[src/rtl/debounce_pkg.sv]
// Shared definitions for the debounce_sync input conditioner: FSM encodings
// and an elaboration-time helper for sizing the stability counter.
package debounce_pkg;

    typedef enum logic {
        ST_STABLE = 1'b0,
        ST_CHECK  = 1'b1
    } state_t;

    // Ceiling log2; clog2(1) = 0. Used only on constants at elaboration.
    function automatic int clog2(input int value);
        int result;
        int v;
        result = 0;
        v      = value - 1;
        while (v > 0) begin
            result = result + 1;
            v      = v >>> 1;
        end
        return result;
    endfunction

endpackage

[src/rtl/sync_chain.sv]
// Multi-flop synchroniser bringing an asynchronous level into the clock domain.
// Only stage 0 samples din; s is the last stage.
module sync_chain #(
    parameter int   SYNC_STAGES = 2,
    parameter logic RESET_VAL   = 1'b0
) (
    input  logic clock,
    input  logic reset,
    input  logic din,
    output logic s
);

    logic [SYNC_STAGES-1:0] chain_reg;

    for (genvar gi = 0; gi < SYNC_STAGES; gi++) begin : g_stage
        logic stage_in;

        if (gi == 0) begin : g_first
            assign stage_in = din;
        end else begin : g_rest
            assign stage_in = chain_reg[gi-1];
        end

        always_ff @(posedge clock) begin
            if (reset) begin
                chain_reg[gi] <= RESET_VAL;
            end else begin
                chain_reg[gi] <= stage_in;
            end
        end
    end

    assign s = chain_reg[SYNC_STAGES-1];

endmodule

[src/rtl/debounce_sync.sv]
// Synchronise, de-glitch and edge-detect a raw asynchronous input.
// q follows din only after STABLE_CYCLES consecutive disagreeing samples.
module debounce_sync
    import debounce_pkg::*;
#(
    parameter int   SYNC_STAGES   = 2,
    parameter int   STABLE_CYCLES = 10,
    parameter int   CNT_WIDTH     = 4,
    parameter logic RESET_VAL     = 1'b0
) (
    input  logic clock,
    input  logic reset,
    input  logic din,
    output logic q,
    output logic rise,
    output logic fall,
    output logic busy
);

    if (SYNC_STAGES < 2) begin : g_bad_sync
        $error("debounce_sync: SYNC_STAGES must be at least 2");
    end
    if (STABLE_CYCLES < 1 || CNT_WIDTH < clog2(STABLE_CYCLES)) begin : g_bad_cnt
        $error("debounce_sync: STABLE_CYCLES must be >= 1 and fit in 2**CNT_WIDTH");
    end

    // count holds the number of disagreeing samples already seen; the sample
    // that brings the total to STABLE_CYCLES commits the new level.
    localparam logic [CNT_WIDTH-1:0] CNT_LAST = CNT_WIDTH'(STABLE_CYCLES - 1);
    localparam logic [CNT_WIDTH-1:0] CNT_ONE  = CNT_WIDTH'(1);

    logic                 s;
    state_t               state_reg,  state_next;
    logic [CNT_WIDTH-1:0] count_reg,  count_next;
    logic                 q_reg,      q_next;
    logic                 q_prev_reg;

    sync_chain #(
        .SYNC_STAGES (SYNC_STAGES),
        .RESET_VAL   (RESET_VAL)
    ) u_sync (
        .clock (clock),
        .reset (reset),
        .din   (din),
        .s     (s)
    );

    always_ff @(posedge clock) begin
        if (reset) begin
            state_reg <= ST_STABLE;
        end else begin
            state_reg <= state_next;
        end
    end

    always_ff @(posedge clock) begin
        if (reset) begin
            count_reg  <= '0;
            q_reg      <= RESET_VAL;
            q_prev_reg <= RESET_VAL;
        end else begin
            count_reg  <= count_next;
            q_reg      <= q_next;
            q_prev_reg <= q_reg;
        end
    end

    always_comb begin
        state_next = state_reg;
        count_next = count_reg;
        q_next     = q_reg;
        case (state_reg)
            ST_STABLE: begin
                if (s != q_reg) begin
                    if (STABLE_CYCLES == 1) begin
                        q_next = s;
                    end else begin
                        state_next = ST_CHECK;
                        count_next = CNT_ONE;
                    end
                end
            end
            ST_CHECK: begin
                if (s == q_reg) begin
                    state_next = ST_STABLE;
                    count_next = '0;
                end else if (count_reg == CNT_LAST) begin
                    state_next = ST_STABLE;
                    count_next = '0;
                    q_next     = s;
                end else begin
                    count_next = count_reg + CNT_ONE;
                end
            end
            default: begin
                state_next = ST_STABLE;
                count_next = '0;
            end
        endcase
    end

    always_comb begin
        q    = q_reg;
        busy = (state_reg == ST_CHECK);
        rise = q_reg & ~q_prev_reg;
        fall = ~q_reg & q_prev_reg;
    end

endmodule

[config.mk]
export PLATFORM = sky130hd
export DESIGN_NAME = debounce_sync
export DESIGN_NICKNAME = d
export VERILOG_FILES = /design/src/rtl/debounce_pkg.sv /design/src/rtl/sync_chain.sv /design/src/rtl/debounce_sync.sv
export SDC_FILE = /design/constraint.sdc
export NUM_CORES = 1
export LEC_CHECK = 0
export CORE_AREA = 2 2 39 41
export CTS_BUF_LIST = sky130_fd_sc_hd__clkbuf_8
export CTS_CLUSTER_DIAMETER = 50
export DETAILED_ROUTE_END_ITERATION = 12
export DIE_AREA = 0 0 41 43
export DONT_BUFFER_PORTS = 1
export MAX_ROUTING_LAYER = met4
export PLACE_DENSITY = 0.56
export SETUP_SLACK_MARGIN = 0.05
export SYNTH_ARGS = -nofsm -noshare
export SYNTH_HDL_FRONTEND = slang
export SYNTH_SLANG_ARGS = --single-unit
export TNS_END_PERCENT = 10
[constraint.sdc]
create_clock -name clock -period 3.5 [get_ports clock]
set_clock_uncertainty 0.05 [all_clocks]
set_input_delay 0.175 -clock clock [delete_from_list [all_inputs] [get_ports clock]]
set_output_delay 0.175 -clock clock [all_outputs]
set_load 0.05 [all_outputs]
After elaboration in Yosys (flattened, before gate mapping)
Cells that the tools add are included.
{"block": "totals", "in_bits": 3, "word_cells": 26, "regBits": 9, "out_inout_bits": 4}
{"block": "op_classes", "eq_ne": 4, "n_reduce_logical": 1, "n_bitwise": 6, "n_addsub": 1, "mux": 8}
{"op": "two-way mux 4 bit", "n": 3}
{"op": "one-hot mux 4 bit (2 select lines)", "n": 1}
{"op": "adder 4 x 1 -> 4 bit, second input constant", "n": 1}
{"op": "equality test 4 bit, second input constant", "n": 1}
{"op": "inverter 1 bit", "n": 4}
{"op": "two-way mux 1 bit", "n": 3}
{"op": "AND reduction 3 bit", "n": 1}
{"op": "bitwise AND 1 bit", "n": 2}
{"op": "!= test 2 bit, second input constant", "n": 1}
{"op": "one-hot mux 1 bit (2 select lines)", "n": 1}
{"op": "equality test 1 bit", "n": 1}
{"op": "!= test 1 bit", "n": 1}

Longest topological paths before layout
{"block": "logic_depth", "word_depth": 4, "depth_mapped": 5, "mapped_depth_nobuf": 5}

Modules after synthesis
Synthesis repeated with hierarchy kept, for this count alone.
{"block": "unflattened", "cells_unflattened": 45, "hier_area_um2": 414.1}
{"mod": "debounce_sync", "cells_each": 41, "area_each_um2": 361.6, "instances": 1}
{"mod": "sync_chain", "cells_each": 4, "area_each_um2": 52.6, "instances": 1}

Worst setup path after synthesis
OpenSTA, ideal clock, no wires.
{"block": "synth_path", "path_kind": "register -> output", "startpoint": "reg q_reg, in the netlist q", "endpoint": "out rise", "t_required_ns": 3.275, "path_slack_ns": 1.777, "t_arrival_ns": 1.498, "stages_incl_launch_ff": 2, "path_cell_list": "dfxtp_1 nor2b_1"}
{"block": "synth_between", "elab_chain_cells": 1}
{"element": "from (decl)", "line": "debounce_sync.sv:35", "source": "logic q_reg, q_next;"}
{"element": "from (signal assigned)", "line": "debounce_sync.sv:63", "source": "q_reg <= q_next;"}
{"element": "bitwise AND 1 bit", "line": "debounce_sync.sv:105", "source": "rise = q_reg & ~q_prev_reg;"}
{"element": "to (decl)", "line": "debounce_sync.sv:15", "source": "output logic rise,"}
Every way passes these cells.

Worst setup path in the final report
Ends and elaborated chain as after synthesis.

==> results.md <==
- Commonest non-fill, non-tap cell in the layout: dfxtp_1
- Startpoint types: flip-flop
- Final period utilization: 0.574
- Cell area after layout: approximately 500 µm²
- Overflow after GRT: 0
- Average size of a mapped cell: 9.30 µm²
- Flop2flop setup slack: 1.74 ns
- Status: finished clean
- Vias per std cell: 5.14
- Share of the synthesized area in the top cell type: 0.421
- Largest register FFs: 4
- Hold path depth: 1
- Starting Density: 0.309
- Area growth syn-to-layout: 16.7%
- Worst rel slew slack: 0.387
- Final TNS setup: 0 ns
- CP max FO: 7
- Syn_nets: 51
- Unique cell type count in the Yosys netlist: 24
- Dpl hpwl: between 500 and 600 µm
- Flops & latches, synth: 9
- CP required: 3.27 ns
- Final ANT Viol Nets: 0
- CP endpoint kind: primary output
- Port Buffer Count: 0
- Via count: about 340
- Max-slew violations: 0
- H-tree Lvls: 1
- P per Cell Area: 464 nW/µm²
- Antenna Cells: 0
- MaxCap Viol Count: 0
- I/O pins: 7
- Cell count after synthesis: 46
- Worst path bufs/invs: 0
- Fmax: 498 MHz
- Nets: 56
- Post-synth top area cell: dfxtp_1
- Sink Count: 9
- Row count: 14
- Setup CP Type: flip-flop to primary output
- Part of the power in registers: 0.466
- GRT Overall Usage: 0.123
- Leakage: around 0.19 nW
- Switching pwr: 0.0000471 W
- Antenna violations before repair: 0
- CP max stage cell: nor2b_1
- Placed inst area: 444 µm²
- Min Tclk post-route: 2.01 ns
- Post-Route WL: 819 µm
- Sequential fraction of the synthesis area: 0.421
- Number of DRC markers in iteration 0: 4
- Wire per inst: approximately 12 µm
- Routability cong.: 0.763
- Critical Path AT: approximately 1.8 ns
- CTS max path bufs: 2
- Clock Power Share: 0.500
- Die area: 1760 µm²
- Largest net degree at the start of global routing: 9
- Power Internal: between 0.00015 and 0.0002 W
- HP Class: input pin to flip-flop
- Top cells by area, synth: dfxtp_1 (42%), ha_1 (5.8%), nor2b_1 (5.8%)
- Die height: 43 µm
- Worst Tran Pin Value: 0.918 ns
- Clock latency reported for the late side of the worst-skew pair: 0.23 ns
- Die width: 41 µm
- Gate power share: 0.034
- Worst reg-to-reg path cell count: 3
- Peak supply drop: 0.000297 V
- Setup Fix Bufs, Post-CTS: 0
- CP delay by family, top: simple AND/OR/NAND/NOR gates
- CTS buffer count: 3
- Instance count on the critical path: 1
- Layout cell share with drive strength beyond 1: 0.0800
- Sw Share: 0.203
- Vias in the first global route: 317
- First-pass GRT wire length: 1390 µm
- CP max stage delay: roughly 0.82 ns
- Root buf cell: clkbuf_8
- Post-cts sizing count: 0
- Fin. Hold Viols: 0
- RSZ-0062 raised after global routing: no
- Crit path cell chain: nor2b_1
- Core area: 1380 µm²
- Setup-failing EPs final: 0
- Worst-path clk slew: 0.05 ns
- Commonest non-fill, non-tap cells in the layout: dfxtp_1 (9), inv_1 (4), nor2b_1 (4), nor2_1 (4)
- DRC errors left: 0
- CTS tree: built
- Drt first pass iters: 2
- Post-Syn Area: 428 µm²
- Yosys warns: 0
## area by class of cell
cell class                 instances  area [µm²]
fill                             149         885
multi-input combinational         33         233
sequential                         9         180
clock buffer                       3        41.3
tap                               16        20.0
inverter                           3        11.3
timing repair buffer               1        10.0
clock inverter                     1        3.75
## layer usage
| metal | global-route usage | part of all wire | wire length (µm) |
|---|---|---|---|
| met5 | - | 0 | 0 |
| met4 | 0.0200 | 0 | 0 |
| met3 | 0.0838 | 0.062 | 51 |
| met2 | 0.172 | 0.49 | 402 |
| met1 | 0.147 | 0.44 | 364 |
## Yosys cell counts
master,number
a211oi_1,1
a21oi_1,2
and2b_1,1
clkbuf_1,1
dfxtp_1,9
ha_1,2
inv_1,3
mux2i_1,1
nand2_1,1
nand2b_1,1
nand3_1,3
nand3b_1,1
nand4_1,2
nand4b_1,2
nor2_1,4
nor2b_1,4
nor3_1,1
nor4bb_1,1
o211ai_2,1
o311ai_0,1
or3_1,1
or4b_1,1
xnor2_1,1
xor2_1,1
## stage by stage
step	std cells	total power, W	hold WS (ns)	worst slack, ns	utilization
after floorplan	46	0.000115	0.253	1.78	-
after global placement	61	0.000116	0.198	1.74	0.321
after detailed placement	61	0.000116	0.200	1.72	0.321
after CTS	66	0.000236	0.0231	1.48	0.361
after global routing	66	0.000243	0.0365	1.39	0.361
final	66	0.000232	0.0238	1.49	0.361
## cells by family after synthesis
family | after synthesis | share of synthesized area
adders and majority gates | 2 | 0.0585
DFF | 9 | 0.421
xor gates and xnor gates | 2 | 0.0409
and+or+nand+nor | 23 | 0.330
AOI/OAI and AO/OA | 5 | 0.0906
buffers and inverters | 4 | 0.0351
muxes | 1 | 0.0234
## path summary, 6_finish.rpt
check,startpoint,endpoint
max,q$_SDFFE_PP0P_,rise
min,din,u_sync.g_stage[1].stage_in$_SDFF_PP0_
max reg2reg,busy$_SDFF_PP0_,count_reg[3]$_SDFFE_PP0P_
min reg2reg,u_sync.g_stage[1].stage_in$_SDFF_PP0_,u_sync.s$_SDFF_PP0_
## power groups by stage
stage	clock network [W]	registers (W)	logic (W)
6_report	0.000116	0.000108	0.00000799
5_1_grt	0.000126	0.000108	0.00000911
4_1_cts	0.000120	0.000108	0.00000813
3_5_place_dp	0	0.000110	0.00000587
3_3_place_gp	0	0.000110	0.00000580
2_1_floorplan	0	0.000109	0.00000609
## repair_timing
item,in CTS,in global routing
hold buffers,1,0
hold endpoints to repair,7,0
endpoints found under the setup margin,0,0
Power figures use the tool's default switching activity.
